<file path="src/rtl/gsim_x_collector_if.sv">
// Solution write bus and drain stream of the solution-vector collector.
// The solver/downstream side uses the master modport, the collector the slave modport.
interface gsim_x_collector_if #(
  parameter int DW = 32
);
  // Solver write side
  logic          i_x_wen;
  logic [8:0]    i_x_addr;
  logic [DW-1:0] i_x_data;
  // Drain stream side
  logic          o_out_valid;
  logic          i_out_ready;
  logic [8:0]    o_out_addr;
  logic [DW-1:0] o_out_data;
  logic          o_out_last;

  modport master (
    output i_x_wen, i_x_addr, i_x_data, i_out_ready,
    input  o_out_valid, o_out_addr, o_out_data, o_out_last
  );

  modport slave (
    input  i_x_wen, i_x_addr, i_x_data, i_out_ready,
    output o_out_valid, o_out_addr, o_out_data, o_out_last
  );
endinterface

</file>
<file path="src/rtl/gsim_x_collector.sv">
// Double-banked solution-vector collector: gathers 16 rows per matrix from the
// solver in any order, then drains each complete vector in row order over a
// valid/ready stream. Bank = low tag bit, so consecutive matrices ping-pong.
// Optional feature: define GSIM_XCOL_CHKSUM_EN to produce the XOR checksum of
// the last fully drained vector on o_chksum (otherwise o_chksum is tied to 0).
module gsim_x_collector #(
  parameter int DW = 32
) (
  input  logic                i_clk,
  input  logic                i_reset,
  gsim_x_collector_if.slave   bus,
  output logic [4:0]          o_vec_cnt,
  output logic                o_err,
  output logic [DW-1:0]       o_chksum
);

  typedef enum logic {S_IDLE, S_DRAIN} state_t;

  state_t        r_state;
  logic          r_bank;
  logic [3:0]    r_row;
  logic          r_valid;
  logic          r_last;
  logic [8:0]    r_addr;
  logic [DW-1:0] r_data;
  logic [4:0]    r_vec_cnt;
  logic          r_err;

  logic [4:0]    w_tag     [2];
  logic          w_full    [2];
  logic          w_acc     [2];
  logic          w_clr     [2];
  logic [DW-1:0] w_rd_data [2];

  logic          w_wbank;
  logic [3:0]    w_wrow;
  logic [4:0]    w_wtag;
  logic          w_hs;
  logic          w_done;
  logic          w_start_bank;
  logic          w_any_full;
  logic [3:0]    w_rd_row;

  assign w_wtag  = bus.i_x_addr[8:4];
  assign w_wbank = bus.i_x_addr[4];
  assign w_wrow  = bus.i_x_addr[3:0];

  assign w_hs         = r_valid && bus.i_out_ready;
  assign w_done       = w_hs && (r_row == 4'hF);
  assign w_any_full   = w_full[0] || w_full[1];
  // Bank 0 has priority when both banks are full at the same time.
  assign w_start_bank = w_full[0] ? 1'b0 : 1'b1;
  // Row fetched for the next output word: row 0 on vector start, else the next row.
  assign w_rd_row     = (r_state == S_DRAIN) ? (r_row + 4'd1) : 4'd0;

  genvar gi;
  generate
    for (gi = 0; gi < 2; gi++) begin : g_bank
      localparam bit BANK_ID = (gi != 0);

      logic [15:0]   r_mask;
      logic [4:0]    r_tag;
      logic          r_full;
      logic [DW-1:0] r_mem [16];
      logic          w_accept;

      // A row is taken only once per vector, only for the bank's current
      // matrix, and never while the bank is full (which covers draining).
      assign w_accept = bus.i_x_wen && (w_wbank == BANK_ID) && !r_full &&
                        !r_mask[w_wrow] &&
                        ((r_mask == 16'h0000) || (r_tag == w_wtag));

      // Row mask, matrix tag and full flag; the drain engine releases the bank.
      always_ff @(posedge i_clk) begin
        if (i_reset) begin
          r_mask <= 16'h0000;
          r_tag  <= 5'd0;
          r_full <= 1'b0;
        end else if (w_clr[gi]) begin
          r_mask <= 16'h0000;
          r_full <= 1'b0;
        end else begin
          if (w_accept) begin
            r_mask[w_wrow] <= 1'b1;
            r_tag          <= w_wtag;
          end
          if (r_mask == 16'hFFFF) begin
            r_full <= 1'b1;
          end
        end
      end

      // Word storage; contents are qualified by the mask so no reset is needed.
      always_ff @(posedge i_clk) begin
        if (w_accept) begin
          r_mem[w_wrow] <= bus.i_x_data;
        end
      end

      assign w_rd_data[gi] = r_mem[w_rd_row];
      assign w_tag[gi]     = r_tag;
      assign w_full[gi]    = r_full;
      assign w_acc[gi]     = w_accept;
      assign w_clr[gi]     = w_done && (r_bank == BANK_ID);
    end
  endgenerate

  // Drain FSM with registered stream outputs; the bank read is captured here.
  always_ff @(posedge i_clk) begin
    if (i_reset) begin
      r_state   <= S_IDLE;
      r_bank    <= 1'b0;
      r_row     <= 4'd0;
      r_valid   <= 1'b0;
      r_last    <= 1'b0;
      r_addr    <= 9'd0;
      r_data    <= '0;
      r_vec_cnt <= 5'd0;
    end else begin
      case (r_state)
        S_IDLE: begin
          if (w_any_full) begin
            r_state <= S_DRAIN;
            r_bank  <= w_start_bank;
            r_row   <= 4'd0;
            r_valid <= 1'b1;
            r_last  <= 1'b0;
            r_addr  <= {w_tag[w_start_bank], 4'd0};
            r_data  <= w_rd_data[w_start_bank];
          end
        end
        S_DRAIN: begin
          if (w_hs) begin
            if (r_row == 4'hF) begin
              r_state   <= S_IDLE;
              r_valid   <= 1'b0;
              r_last    <= 1'b0;
              r_vec_cnt <= r_vec_cnt + 5'd1;
            end else begin
              r_row  <= r_row + 4'd1;
              r_last <= (r_row == 4'd14);
              r_addr <= {w_tag[r_bank], r_row + 4'd1};
              r_data <= w_rd_data[r_bank];
            end
          end
        end
        default: r_state <= S_IDLE;
      endcase
    end
  end

  // Sticky flag for any write that was dropped.
  always_ff @(posedge i_clk) begin
    if (i_reset) begin
      r_err <= 1'b0;
    end else if (bus.i_x_wen && !w_acc[0] && !w_acc[1]) begin
      r_err <= 1'b1;
    end
  end

`ifdef GSIM_XCOL_CHKSUM_EN
  logic [DW-1:0] r_chk_acc;
  logic [DW-1:0] r_chksum;

  // Running XOR of the vector being drained, published after its last word.
  always_ff @(posedge i_clk) begin
    if (i_reset) begin
      r_chk_acc <= '0;
      r_chksum  <= '0;
    end else if (r_state == S_IDLE) begin
      r_chk_acc <= '0;
    end else if (w_hs) begin
      r_chk_acc <= r_chk_acc ^ r_data;
      if (w_done) begin
        r_chksum <= r_chk_acc ^ r_data;
      end
    end
  end

  assign o_chksum = r_chksum;
`else
  assign o_chksum = '0;
`endif

  assign bus.o_out_valid = r_valid;
  assign bus.o_out_addr  = r_addr;
  assign bus.o_out_data  = r_data;
  assign bus.o_out_last  = r_last;
  assign o_vec_cnt       = r_vec_cnt;
  assign o_err           = r_err;

endmodule

</file>
<file path="src/flat_wrapper.sv">
// flat-port wrapper written by rule: the top's interface ports become plain ports
module gsim_x_collector_flat 
#(
  parameter int DW = 32
)
  (i_clk, i_reset, o_vec_cnt, o_err, o_chksum, bus_i_x_wen, bus_i_x_addr, bus_i_x_data, bus_i_out_ready, bus_o_out_valid, bus_o_out_addr, bus_o_out_data, bus_o_out_last);
  gsim_x_collector_if #(.DW(DW)) bus_i ();
  input  logic i_clk;
  input  logic i_reset;
  output logic [4:0] o_vec_cnt;
  output logic o_err;
  output logic [DW-1:0] o_chksum;
  input wire logic [$bits(bus_i.i_x_wen)-1:0] bus_i_x_wen;
  input wire logic [$bits(bus_i.i_x_addr)-1:0] bus_i_x_addr;
  input wire logic [$bits(bus_i.i_x_data)-1:0] bus_i_x_data;
  input wire logic [$bits(bus_i.i_out_ready)-1:0] bus_i_out_ready;
  output wire logic [$bits(bus_i.o_out_valid)-1:0] bus_o_out_valid;
  output wire logic [$bits(bus_i.o_out_addr)-1:0] bus_o_out_addr;
  output wire logic [$bits(bus_i.o_out_data)-1:0] bus_o_out_data;
  output wire logic [$bits(bus_i.o_out_last)-1:0] bus_o_out_last;
  assign bus_i.i_x_wen = bus_i_x_wen;
  assign bus_i.i_x_addr = bus_i_x_addr;
  assign bus_i.i_x_data = bus_i_x_data;
  assign bus_i.i_out_ready = bus_i_out_ready;
  assign bus_o_out_valid = bus_i.o_out_valid;
  assign bus_o_out_addr = bus_i.o_out_addr;
  assign bus_o_out_data = bus_i.o_out_data;
  assign bus_o_out_last = bus_i.o_out_last;
  gsim_x_collector #(.DW(DW)) u_core (.i_clk(i_clk), .i_reset(i_reset), .bus(bus_i), .o_vec_cnt(o_vec_cnt), .o_err(o_err), .o_chksum(o_chksum));
endmodule
</file>
<file path="config.mk">
export PLATFORM = sky130hd
export DESIGN_NAME = gsim_x_collector_flat
export DESIGN_NICKNAME = d
export VERILOG_FILES = /design/src/rtl/gsim_x_collector_if.sv /design/src/rtl/gsim_x_collector.sv /design/src/flat_wrapper.sv
export SDC_FILE = /design/constraint.sdc
export NUM_CORES = 1
export LEC_CHECK = 0
export CAP_MARGIN = 20
export CORE_ASPECT_RATIO = 0.8
export CORE_UTILIZATION = 30
export DETAILED_ROUTE_END_ITERATION = 8
export GPL_TIMING_DRIVEN = 1
export PLACE_DENSITY = 0.48
export SLEW_MARGIN = 30
export SYNTH_ARGS = -nofsm -noshare
export SYNTH_HDL_FRONTEND = slang
export SYNTH_SLANG_ARGS = --single-unit
</file>
<file path="constraint.sdc">
create_clock -name i_clk -period 4.3 [get_ports i_clk]
set_input_delay 0.43 -clock i_clk [delete_from_list [all_inputs] [get_ports i_clk]]
set_output_delay 0.43 -clock i_clk [all_outputs]
set_load 0.05 [all_outputs]
</file>
* After elaboration in Yosys (flattened, before gate mapping) *
Memory sizes are Yosys's and may differ from the RTL's.
Cells that the tools add are included.

storage, ports and cells
  bits in registers = 99
  bits in latches = 0
  RAM bits = 1024
  ROM bits = 0
  input port bits = 45
  word-level logic and storage cells = 125
  memories kept = 2

memories
  name                    words  width  rd ports  clocked after Yosys merged registers in  write ports  RTL line                RTL
  u_core.g_bank[0].r_mem  16     32     1         0                                        1            gsim_x_collector.sv:64  logic [DW-1:0] r_mem [16];
  u_core.g_bank[1].r_mem  16     32     1         0                                        1            gsim_x_collector.sv:64

cells by class
  $add $sub $neg = 2
  $mul = 0
  div/mod/pow operators = 0
  order comparisons = 4
  equal/unequal tests = 10
  shift-type cells = 0
  mux-type cells = 48
  bitwise logic cells = 9
  reduce and logical (&&, ||, !) cells = 35

operator list
  cell                                                number
  two-way mux 32 bit                                  9
  case mux 32 bit (2 select lines)                    1
  == test 16 bit, second input constant               2
  zero test 16 bit                                    2
  bitwise OR 16 bit                                   2
  two-way mux 5 bit                                   6
  two-way mux 9 bit                                   3
  case mux 9 bit (2 select lines)                     1
  two-way mux 1 bit                                   17
  two-way mux 4 bit                                   4
  logical AND 1 bit                                   15
  == test 5 bit                                       2
  AND reduction 3 bit                                 3
  binary-select mux 1 bit (select 4 bit)              2
  == test 4 bit, second input constant                2
  case mux 4 bit (2 select lines)                     1
  AND reduction 2 bit                                 4
  zero test 1 bit                                     6
  != test 2 bit, second input constant                3
  case mux 1 bit (2 select lines)                     3
  adder 5 x 1 -> 5 bit, second input constant         1
  < comparator 4 x 5 -> 1 bit, second input constant  1
  NOT 1 bit                                           5
  adder 4 x 1 -> 4 bit, second input constant         1
  7 further kinds                                     12

* Logic depth before layout (Yosys ltp) *
Gate-level depths: netlist of run 1.
An unclocked memory read counts as a cell.

  depth in word-level cells = 9
  depth in mapped cells = 11

* Worst setup path before layout of run 1 *
Ideal clock, no wire load.

  kind = in2reg
  start point = input port bus_i_x_addr[0]
  end point = memory u_core.g_bank[0].r_mem[1][0], enable pin
  arrival = 3.272 ns
  setup slack = 0.585 ns
  stages = 5
  buffers on the path = 1
  cells stage by stage = buf_6 mux4_2 a21oi_2 nand3_4 nor4_2

on the way
  cells in the longest elaborated chain, start to end = 7

ends and longest elaborated chain
  what                                     RTL line                RTL
  from (decl)                              flat_wrapper.sv:14      input wire logic [$bits(bus_i.i_x_addr)-1:0] bus_i_x_addr;
  binary-select mux 1 bit (select 4 bit)   gsim_x_collector.sv:70  !r_mask[w_wrow] &&
  two-way mux 1 bit (not written as such)  gsim_x_collector.sv:70
  zero test 1 bit                          gsim_x_collector.sv:70
  logical AND 1 bit                        gsim_x_collector.sv:69  assign w_accept = bus.i_x_wen && (w_wbank == BANK_ID) && !r_full &&
  logical AND 1 bit                        gsim_x_collector.sv:70
  two-way mux 1 bit                        gsim_x_collector.sv:95  if (w_accept) begin
  two-way mux 1 bit (not written as such)  gsim_x_collector.sv:96  r_mem[w_wrow] <= bus.i_x_data;
  to (decl)                                gsim_x_collector.sv:64

Several ways; a longest one is shown, not always the timed one. The select of a mux whose other input is x is not followed.

* Worst setup path after layout of run 1 *
  start point = register u_core.r_state
  end point = register u_core.r_data[0] (netlist: u_core.bus.o_out_data[0])

on the way
  cells in the longest elaborated chain, start to end = 8
  elaborated cells between the ends (all ways) = 18

ends and longest elaborated chain
  what                                                    RTL line                 RTL
  from (decl)                                             gsim_x_collector.sv:19   state_t r_state;
  from (signal assigned)                                  gsim_x_collector.sv:111  r_state <= S_IDLE;
  from (signal assigned)                                  gsim_x_collector.sv:123  r_state <= S_DRAIN;
  from (signal assigned)                                  gsim_x_collector.sv:135  r_state <= S_IDLE;
  two-way mux 4 bit                                       gsim_x_collector.sv:54   assign w_rd_row = (r_state == S_DRAIN) ? (r_row + 4'd1) : 4'd0;
  memory (16 x 32 bit)                                    -
  two-way mux 32 bit (not written as such) (3 in series)  gsim_x_collector.sv:143  r_data <= w_rd_data[r_bank];
  two-way mux 32 bit                                      gsim_x_collector.sv:134  if (r_row == 4'hF) begin
  two-way mux 32 bit                                      gsim_x_collector.sv:133  if (w_hs) begin
  case mux 32 bit (2 select lines)                        gsim_x_collector.sv:120  case (r_state)
  to (signal assigned)                                    gsim_x_collector.sv:129  r_data <= w_rd_data[w_start_bank];
  to (signal assigned)                                    gsim_x_collector.sv:143
  to (decl)                                               gsim_x_collector.sv:25   logic [DW-1:0] r_data;

Several ways; a longest one is shown, not always the timed one. The select of a mux whose other input is x is not followed.
A chain may end at the register's enable or synchronous reset.

==> impl_metrics.csv, run 1 <==
group,metric,value,unit
run_status,status,"finished clean",
layout,final_common_cell,"edfxtp_1",
clocking,cts_tree,"yes",
global_routing,use_met1,0.244,
global_routing,grt_pass1_vias,22300,
clocking,cts_buffers,108,
timing,grt_setup_unrepaired,"false",
detailed_routing,firstDrtPassIters,5,
floorplan,boundaryPins,126,
yosys,synthCells,2133,
global_routing,gr-usage-met3,0.0385,
detailed_routing,via_per_inst,5.08,
layout,area_delta_synth_final,18.1,%
timing,relSlewSlack,0.374,
hold_path,holdPathStages,1,
yosys,avgSynthCellArea,20.2,sq um
timing,fmax,292,MHz
yosys,synth.distinct_cells,54,
yosys,netlist_area,43000,sq um
pwr,cellLeakagePower,15.8,nW
setup_path,cp-end-kind,"register",
floorplan,num_rows,123,
hold_path,hold_path_class,"input pin to register",
pwr,power_density,439,nW/um^2
global_routing,grt_max_degree,97,
pwr,power_frac_seq,0.538,
layout,nNetsFinal,2382,
layout,ff_latch_area,32700,sq um
floorplan,core-area,141000,sq um
floorplan,die_y,341,microns
clocking,htree_levels,3,
floorplan,start_util,0.304,
timing,skew,0.0395,ns
setup_path,r2r_cells,7,
pwr,switching_share,0.210,
detailed_routing,drtIter0Drc,2200,
detailed_routing,wl_per_cell,27.9,microns
timing,finalSetupViolations,0,
timing,finalHoldViolCount,0,
pwr,net-switching-power,4.68,mW
detailed_routing,drt-total-wl,120,mm
layout,most-common-layout-cells,"edfxtp_1, mux4_2, nand2_1",
setup_path,path_class,"register to register",
yosys,synth_edf_count,1024,
timing,min_period,3.43,ns
layout,nFillCells,13000,
yosys,yosys_warnings,0,
yosys,synth_top_area_cell,"edfxtp_1",
placed_design,place_hpwl,70.2,mm
global_routing,gr-max-usage-layer,"met2",
placed_design,io_buffer_count,93,
pwr,ir_drop,0.000322,V
hold_path,whs_endpoint,"u_core.g_bank[0].r_mem[11][10]$_DFFE_PP_",
global_routing,overflow,0,
global_routing,grt_usage,0.165,
clocking,clockBufferDepth,3,
global_routing,antenna_found_initial,10,
yosys,synth_flop_cell,"edfxtp_1",
detailed_routing,drtAntennaViolNets,0,
hold_path,min-delay-start,"bus_i_x_data[10]",
setup_path,start_kind,"register",
layout,drive_gt1_frac,0.252,
setup_path,arrival,4.05,ns
yosys,synthTopCellsByArea,"edfxtp_1, mux4_2, dfxtp_1, nand2_1, a22oi_1",
clocking,cts_resized,0,
pwr,p_comb_frac,0.025,
setup_path,critPathRequiredTime,4.93,ns
clocking,cts.sinks,1119,
clocking,cts_hold_buf,0,
detailed_routing,num_vias,21900,
timing,final_max_slew_viol_count,0,
clocking,cts-root-buf,"clkbuf_16",
timing,fin_crit_sh,0.797,
floorplan,die_w,425,microns
global_routing,grt_pass1_wl,170,mm
yosys,yosysTopAreaCellShare,0.715,
setup_path,r2r-end,"u_core.bus.o_out_data[0]$_SDFFE_PP0P_",
layout,multi_input_area,9860,sq um
setup_path,crit_path_start,"u_core.r_state$_SDFF_PP0_",
yosys,synth-seq-cells,1119,
clocking,path_clk_slew,0.06,ns
yosys,async_flop_share,0,
job,maxCapViolCount,0,
timing,worst_pin_slew,0.937,ns
placed_design,gp_congestion,0.806,
global_routing,use_met2,0.249,
detailed_routing,remaining_drc_errors,0,
yosys,seq_area_frac_synth,0.759,
pwr,intPower,17.6,mW
clocking,post_cts_buffers,0,
timing,final.setup.tns,0,ns
timing,fin_hold_ws,0.317,ns
setup_path,reg2reg_slack,0.87,ns
floorplan,dieArea,145000,sq um
setup_path,r2r_start,"u_core.r_state$_SDFF_PP0_",
pwr,clockPowerShare,0.437,
clocking,clock_latency,0.73,ns
setup_path,crit_fanout,85,
==> routing by layer <==
layer | wire length (microns) | share of wire | vias up
li1 | - | - | 9138
met1 | 55000 | 0.46 | 11800
met2 | 54300 | 0.45 | 785
met3 | 9110 | 0.076 | 119
met4 | 1770 | 0.015 | 0
met5 | 0 | 0 | -
==> synthesized netlist by cell type, drive strengths merged, types with 4 or more instances <==
cell type	number
nand2b	8
nor3	19
a311oi	5
a22oi	64
dfxtp	95
buf	107
mux2i	11
or3b	4
edfxtp	1024
nand3	40
nand4	15
clkbuf	44
nand2	181
o21a	34
xor2	7
a32o	32
nor4	14
o21ai	5
mux4	264
inv	6
nor2	48
xnor2	8
a21oi	74
==> stage by stage <==
step / total power, mW / std cells / utilization / instance area, sq um / setup slack (ns)
global route: 22.9 / 4305 / 0.359 / 50800 / 0.741
CTS: 22.5 / 4304 / 0.359 / 50700 / 0.872
floorplan: 12.4 / 2164 / - / 43100 / 0.585
finish: 22.3 / 4307 / 0.359 / 50800 / 0.874
detailed placement: 12.8 / 4098 / 0.333 / 47000 / 0.798
global placement: 12.8 / 4098 / 0.333 / 47000 / 0.794
==> flip-flops by register name, indices dropped and copies added (netlist names) <==
signal,flops
u_core.bus.o_out_addr,6
u_core.r_state,1
u_core.bus.o_out_valid,1
u_core.o_vec_cnt,5
u_core.bus.o_out_data,32
u_core.r_bank,1
u_core.bus.o_out_last,1
u_core.g_bank.r_full,2
u_core.g_bank.r_tag,10
u_core.g_bank.r_mask,32
u_core.g_bank.r_mem,1024
u_core.o_err,1
u_core.r_row,3
==> power by group through the flow <==
stage                     sequential (mW)  combinational [mW]  clock [mW]
after floorplan                      12.2               0.224           0
final                                12.0               0.558        9.73
after CTS                            12.0               0.566        9.93
after detailed placement             12.2               0.565           0
after global placement               12.2               0.549           0
after global routing                 12.0               0.594        10.3
==> cells by family (layout without fill, tap and decap cells) <==
group,count (synthesis),after routing,synth area share
XOR/XNOR,15,15,0.00306
adder cells (fa/ha/maj),3,3,0.000873
other,1,34,0.0000872
AO/OA/AOI/OAI,222,222,0.0366
flip-flops,1119,1119,0.759
buffers and inverters,157,423,0.0206
AND/OR/NAND/NOR,339,339,0.0378
multiplexers,277,277,0.142
==> cell type report <==
cell class | instances | area share
antenna | 2 | 0.0000986
clock buffer | 150 | 0.0597
clock inverter | 56 | 0.0124
inverter | 6 | 0.000444
multi-input combinational | 888 | 0.194
sequential | 1119 | 0.643
tap | 1875 | 0.0462
timing repair buffer | 211 | 0.0436
==> worst max-delay path by stage <==
stage,to,slack (ns),depth (start not counted)
CTS,u_core.bus.o_out_data[0]$_SDFFE_PP0P_,0.87,7
global placement,u_core.g_bank[0].r_mem[2][17]$_DFFE_PP_,0.79,8
detailed placement,u_core.g_bank[0].r_mem[2][17]$_DFFE_PP_,0.80,8
floorplan,u_core.g_bank[0].r_mem[1][0]$_DFFE_PP_,0.59,5
finish,u_core.bus.o_out_data[0]$_SDFFE_PP0P_,0.87,7
global route,u_core.bus.o_out_data[0]$_SDFFE_PP0P_,0.74,7
==> critical path, cell delays in order, from the launching register on <==
cell     delay [ns]
dfxtp_1        0.72
inv_2          0.21
nor2_4         0.36
buf_12         0.40
mux4_2         0.41
a22oi_1        0.52
nand2_1        0.21
a32o_1         0.30
(Power assumes the default switching activity.)
==> run 2, diff against run 1 <==
Settings changed: PLACE_DENSITY 0.48 to 0.49.
Clock period 4.3 ns to 2.85 ns, I/O delays scaled along.
==> run 2 against run 1 <==
Design area rose by 2.3%; worst hold slack got worse by 0.15 ns; sequential share of layout area fell by 1.4 points; critical path type unchanged; critical endpoint is now u_core.bus.o_out_data[24]$_SDFFE_PP0P_.
==> impl_metrics.csv, run 2 (same netlist as run 1, synthesis figures left out) <==
group,metric,value,unit
clocking,cts-root-buf,"clkbuf_16",
timing,relSlewSlack,0.419,
global_routing,grt_max_degree,65,
clocking,cts_tree,"yes",
detailed_routing,num_vias,22100,
global_routing,grt_pass1_vias,22400,
setup_path,cpMostUsedCell,"buf_4",
layout,most-common-layout-cells,"edfxtp_1, mux4_2, nand2_1",
floorplan,die_w,425,microns
setup_path,r2r_cells,8,
detailed_routing,wl_per_cell,27.3,microns
timing,final_max_slew_viol_count,0,
placed_design,place_hpwl,77.1,mm
run_status,status,"finished clean",
setup_path,path_depth,8,
pwr,switching_share,0.209,
clocking,path_clk_slew,0.07,ns
layout,area_delta_synth_final,20.7,%
setup_path,critPathRequiredTime,3.51,ns
layout,nFillCells,12900,
timing,skew,0.0528,ns
floorplan,dieArea,145000,sq um
layout,largest-register,"u_core.g_bank.r_mem",
timing,fin_crit_sh,0.960,
placed_design,dpl.cell_count,4203,
setup_path,crit_path_start,"u_core.r_state$_SDFF_PP0_",
setup_path,crit_fanout,18,
detailed_routing,via_per_inst,5.02,
timing,min_period,2.74,ns
pwr,power_frac_seq,0.540,
detailed_routing,firstDrtPassIters,6,
pwr,intPower,26.5,mW
layout,final_common_cell,"edfxtp_1",
global_routing,grt_pass1_wl,170,mm
clocking,cts_buffers,109,
setup_path,crit_path_max_incr_delay,0.55,ns
setup_path,start_kind,"register",
layout,drive_gt1_frac,0.282,
pwr,power_density,644,nW/um^2
pwr,cellLeakagePower,16.4,nW
timing,grt_setup_unrepaired,"false",
detailed_routing,drtIter0Drc,2383,
layout,nNetsFinal,2487,
setup_path,r2r-end,"u_core.bus.o_out_data[24]$_SDFFE_PP0P_",
job,maxCapViolCount,0,
global_routing,grt_usage,0.165,
layout,final_cells,4407,
clocking,post_cts_buffers,0,
detailed_routing,drtAntennaViolNets,0,
timing,finalHoldViolCount,0,
timing,fmax,366,MHz
setup_path,arrival,3.39,ns
hold_path,hold_path_class,"input pin to register",
floorplan,core-area,141000,sq um
global_routing,overflow,0,
placed_design,io_buffer_count,93,
pwr,total_power,33.4,mW
setup_path,cp.buffers_inverters,3,
setup_path,cp-end-kind,"register",
pwr,net-switching-power,6.97,mW
floorplan,die_y,341,microns
layout,ff_latch_area,32700,sq um
layout,largest_reg_flops,1024,
clocking,htree_levels,3,
pwr,clockPowerShare,0.433,
timing,finalSetupViolations,0,
placed_design,gp_congestion,0.822,
setup_path,reg2reg_slack,0.11,ns
timing,worst_pin_slew,0.871,ns
global_routing,antenna_found_initial,5,
setup_path,cp_cell_sequence,"buf_4 > nand2_8 > buf_12 > buf_4 > mux4_2 > a21oi_1 > a22oi_1 > a32o_1",
detailed_routing,remaining_drc_errors,0,
floorplan,num_rows,123,
setup_path,r2r_start,"u_core.r_state$_SDFF_PP0_",
pwr,p_comb_frac,0.027,
setup_path,crit_end,"u_core.bus.o_out_data[24]$_SDFFE_PP0P_",
clocking,cts.sinks,1119,
pwr,ir_drop,0.000532,V
setup_path,crit_family,"compound AO/OA/AOI/OAI gates",
clocking,clockBufferDepth,3,
floorplan,start_util,0.304,
setup_path,crit_slowest_cell,"a22oi_1",
detailed_routing,drt-total-wl,120,mm
setup_path,path_class,"register to register",
clocking,clock_latency,0.73,ns
layout,multi_input_area,9850,sq um
floorplan,boundaryPins,126,
[run 2: cell count changes in the layout (fill, tap and decap cells not counted), moves of 5 or more]
cell	before	now
clkbuf_8	17	3
buf_4	82	149
clkinv_2	18	26
clkinvlp_4	6	1
clkbuf_1	25	19
clkinv_1	14	20
buf_12	33	72
[run 2: metal layers]
layer	global-route usage	share of wire	wire length, microns	up-vias
met3	0.0384	0.073	8780	131
met1	0.240	0.45	54500	11900
met4	0.0403	0.021	2540	0
li1	-	-	-	9345
met2	0.250	0.45	54600	771
met5	0	0	0	-
[run 2: repair_timing]
item,in CTS,in global routing
setup endpoints to repair,0,5
hold buffers,0,0
resized for setup,0,5
[run 2: layout make-up]
cell class	count	area share
well taps	1875	0.0452
inverters	6	0.000434
diodes	2	0.0000964
multi-input cells	888	0.190
repair buffers	315	0.0667
flip-flops and latches	1119	0.629
clock inverters	69	0.0137
clock buffers	133	0.0549
[run 2: through the flow]
step                      cell area, sq um  setup TNS (ns)  setup slack, ns   util  hold slack (ns)
after floorplan                      43200         -144.65           -0.712      -            0.384
after global placement               48300         -220.66           -0.284  0.342            0.465
after detailed placement             48300         -189.90           -0.261  0.342            0.461
after CTS                            51900               0           0.0738  0.367            0.128
after global routing                 51900               0           0.0146  0.367            0.155
final                                51900               0            0.115  0.367            0.164
[run 2: worst min path at each step]
stage	from	end	slack, ns	cells after the start
3_5_place_dp	u_core.bus.o_out_data[17]$_SDFFE_PP0P_	u_core.bus.o_out_data[17]$_SDFFE_PP0P_	0.46	1
3_3_place_gp	u_core.bus.o_out_data[17]$_SDFFE_PP0P_	u_core.bus.o_out_data[17]$_SDFFE_PP0P_	0.47	1
4_1_cts	bus_i_x_data[13]	u_core.g_bank[1].r_mem[2][13]$_DFFE_PP_	0.13	1
5_1_grt	bus_i_x_data[13]	u_core.g_bank[1].r_mem[3][13]$_DFFE_PP_	0.15	1
6_report	bus_i_x_data[13]	u_core.g_bank[1].r_mem[2][13]$_DFFE_PP_	0.16	1
2_1_floorplan	bus_i_x_data[0]	u_core.g_bank[0].r_mem[0][0]$_DFFE_PP_	0.38	0
[run 2: power by group through the flow]
stage / sequential [mW] / combinational (mW) / clock [mW]
after global routing: 18.1 / 0.956 / 15.4
after CTS: 18.1 / 0.914 / 14.8
after detailed placement: 18.4 / 0.914 / 0
after floorplan: 18.4 / 0.355 / 0
after global placement: 18.4 / 0.887 / 0
final: 18.1 / 0.898 / 14.5
==> run 3, diff against run 2 <==
Settings changed: CORE_UTILIZATION 30 to 55, PLACE_DENSITY 0.49 to 0.78.
==> run 3 against run 2 <==
Maximum frequency grew 0.23%; power down 2.9%; clock skew shrank 0.031 ns; critical endpoint is now u_core.bus.o_out_data[20]$_SDFFE_PP0P_; highest routed layer is now met5; combinational power is 6.9% lower; design area fell by 3.6%; sequential power about the same; largest cell class unchanged; first-iteration DRC count up 9.9%; sequential share of layout area rose by 2.3 points; core utilization grew 28 points.
==> impl_metrics.csv, run 3 (same netlist as run 1, synthesis figures left out) <==
group,metric,value,unit
pwr,power_density,648,nW/um^2
run_status,status,"finished clean",
setup_path,crit_fanout,25,
detailed_routing,firstDrtPassIters,6,
global_routing,grt_max_degree,97,
detailed_routing,drt-total-wl,98.8,mm
clocking,cts-root-buf,"clkbuf_16",
floorplan,start_util,0.557,
layout,ff_latch_area,32700,sq um
layout,nFillCells,4873,
timing,worst_pin_slew,0.830,ns
clocking,htree_levels,3,
layout,drive_gt1_frac,0.257,
floorplan,core-area,77200,sq um
setup_path,path_class,"register to register",
floorplan,boundaryPins,126,
timing,fin_crit_sh,0.958,
timing,fmax,366,MHz
timing,final_max_slew_viol_count,0,
floorplan,dieArea,79300,sq um
clocking,path_clk_slew,0.06,ns
floorplan,die_w,315,microns
clocking,cts_hold_buf,0,
setup_path,start_kind,"register",
clocking,cts.sinks,1119,
timing,min_period,2.73,ns
timing,skew,0.0218,ns
layout,nNetsFinal,2422,
pwr,ir_drop,0.000581,V
setup_path,critPathRequiredTime,3.42,ns
detailed_routing,drtIter0Drc,2620,
timing,finalSetupViolations,0,
global_routing,overflow,0,
timing,grt_setup_unrepaired,"false",
job,maxCapViolCount,0,
clocking,cts_tree,"yes",
placed_design,gp_congestion,0.868,
pwr,cellLeakagePower,15.9,nW
detailed_routing,num_vias,22100,
placed_design,place_hpwl,61.6,mm
layout,largest_reg_flops,1024,
global_routing,antenna_found_initial,1,
detailed_routing,remaining_drc_errors,0,
layout,multi_input_area,9840,sq um
hold_path,hold_path_class,"input pin to register",
placed_design,io_buffer_count,93,
timing,relSlewSlack,0.447,
clocking,post_cts_buffers,0,
timing,fin_hold_ws,0.337,ns
clocking,cts_buffers,102,
layout,largest-register,"u_core.g_bank.r_mem",
timing,finalHoldViolCount,0,
detailed_routing,wl_per_cell,28.4,microns
floorplan,die_y,252,microns
clocking,cts_resized,0,
global_routing,grt_pass1_wl,147,mm
setup_path,cp-end-kind,"register",
layout,most-common-layout-cells,"edfxtp_1, mux4_2, nand2_1",
setup_path,arrival,3.30,ns
layout,area_delta_synth_final,16.4,%
layout,final_common_cell,"edfxtp_1",
detailed_routing,via_per_inst,6.33,
clocking,clockBufferDepth,3,
global_routing,grt_usage,0.255,
detailed_routing,drtAntennaViolNets,0,
floorplan,num_rows,91,
layout,final_core_util,0.648,
clocking,clock_latency,0.69,ns
global_routing,grt_pass1_vias,22600,
## run 3: cell type report
| type | count | area share |
|---|---|---|
| Inverter | 6 | 0.000450 |
| Antenna cell | 1 | 0.0000500 |
| Sequential cell | 1119 | 0.652 |
| Tap cell | 1023 | 0.0256 |
| Clock inverter | 61 | 0.0112 |
| Timing Repair Buffer | 257 | 0.0587 |
| Clock buffer | 128 | 0.0550 |
| Multi-Input combinational cell | 888 | 0.197 |
## run 3: final timing paths
check | cells after the start | to | start | slack [ns]
setup / recovery | 9 | u_core.bus.o_out_data[20]$_SDFFE_PP0P_ | u_core.r_row[0]$_SDFFE_PP0P_ | 0.12
hold / removal | 3 | u_core.o_err$_SDFFE_PP0P_ | bus_i_x_wen | 0.34
setup reg to reg | 9 | u_core.bus.o_out_data[20]$_SDFFE_PP0P_ | u_core.r_row[0]$_SDFFE_PP0P_ | 0.12
hold reg to reg | 1 | u_core.bus.o_out_data[5]$_SDFFE_PP0P_ | u_core.bus.o_out_data[5]$_SDFFE_PP0P_ | 0.48
## run 3: critical path: stages (launching register included)
cell     delay (ns)
dfxtp_4        0.38
ha_1           0.25
xnor2_1        0.17
nor2_4         0.18
buf_12         0.21
buf_12         0.22
mux4_2         0.33
a21oi_1        0.41
a22oi_1        0.19
a32o_1         0.25
## run 3: per-layer routing
| metal | share of wire | track usage | vias up |
|---|---|---|---|
| met5 | 0.00016 | 0 | - |
| met4 | 0.040 | 0.108 | 2 |
| met3 | 0.072 | 0.0393 | 188 |
| met2 | 0.51 | 0.422 | 1184 |
| met1 | 0.38 | 0.341 | 11500 |
| li1 | - | - | 9178 |
## run 3: metrics by stage
stage	total power [mW]	worst slack [ns]	TNS (ns)	cell area (sq um)	std cells
2_1_floorplan	18.8	-0.712	-144.65	43200	2164
3_3_place_gp	19.2	-0.131	-48.91	46700	3293
3_5_place_dp	19.3	-0.141	-66.07	46700	3293
4_1_cts	32.6	0.187	0	50000	3482
5_1_grt	33.3	0.0850	0	50000	3483
6_report	32.5	0.121	0	50000	3483
## run 3: report_power, final
| part | switching (mW) | internal (mW) |
|---|---|---|
| Clock | 5.95 | 7.60 |
| Combinational | 0.605 | 0.230 |
| Sequential | 0.0434 | 18.0 |
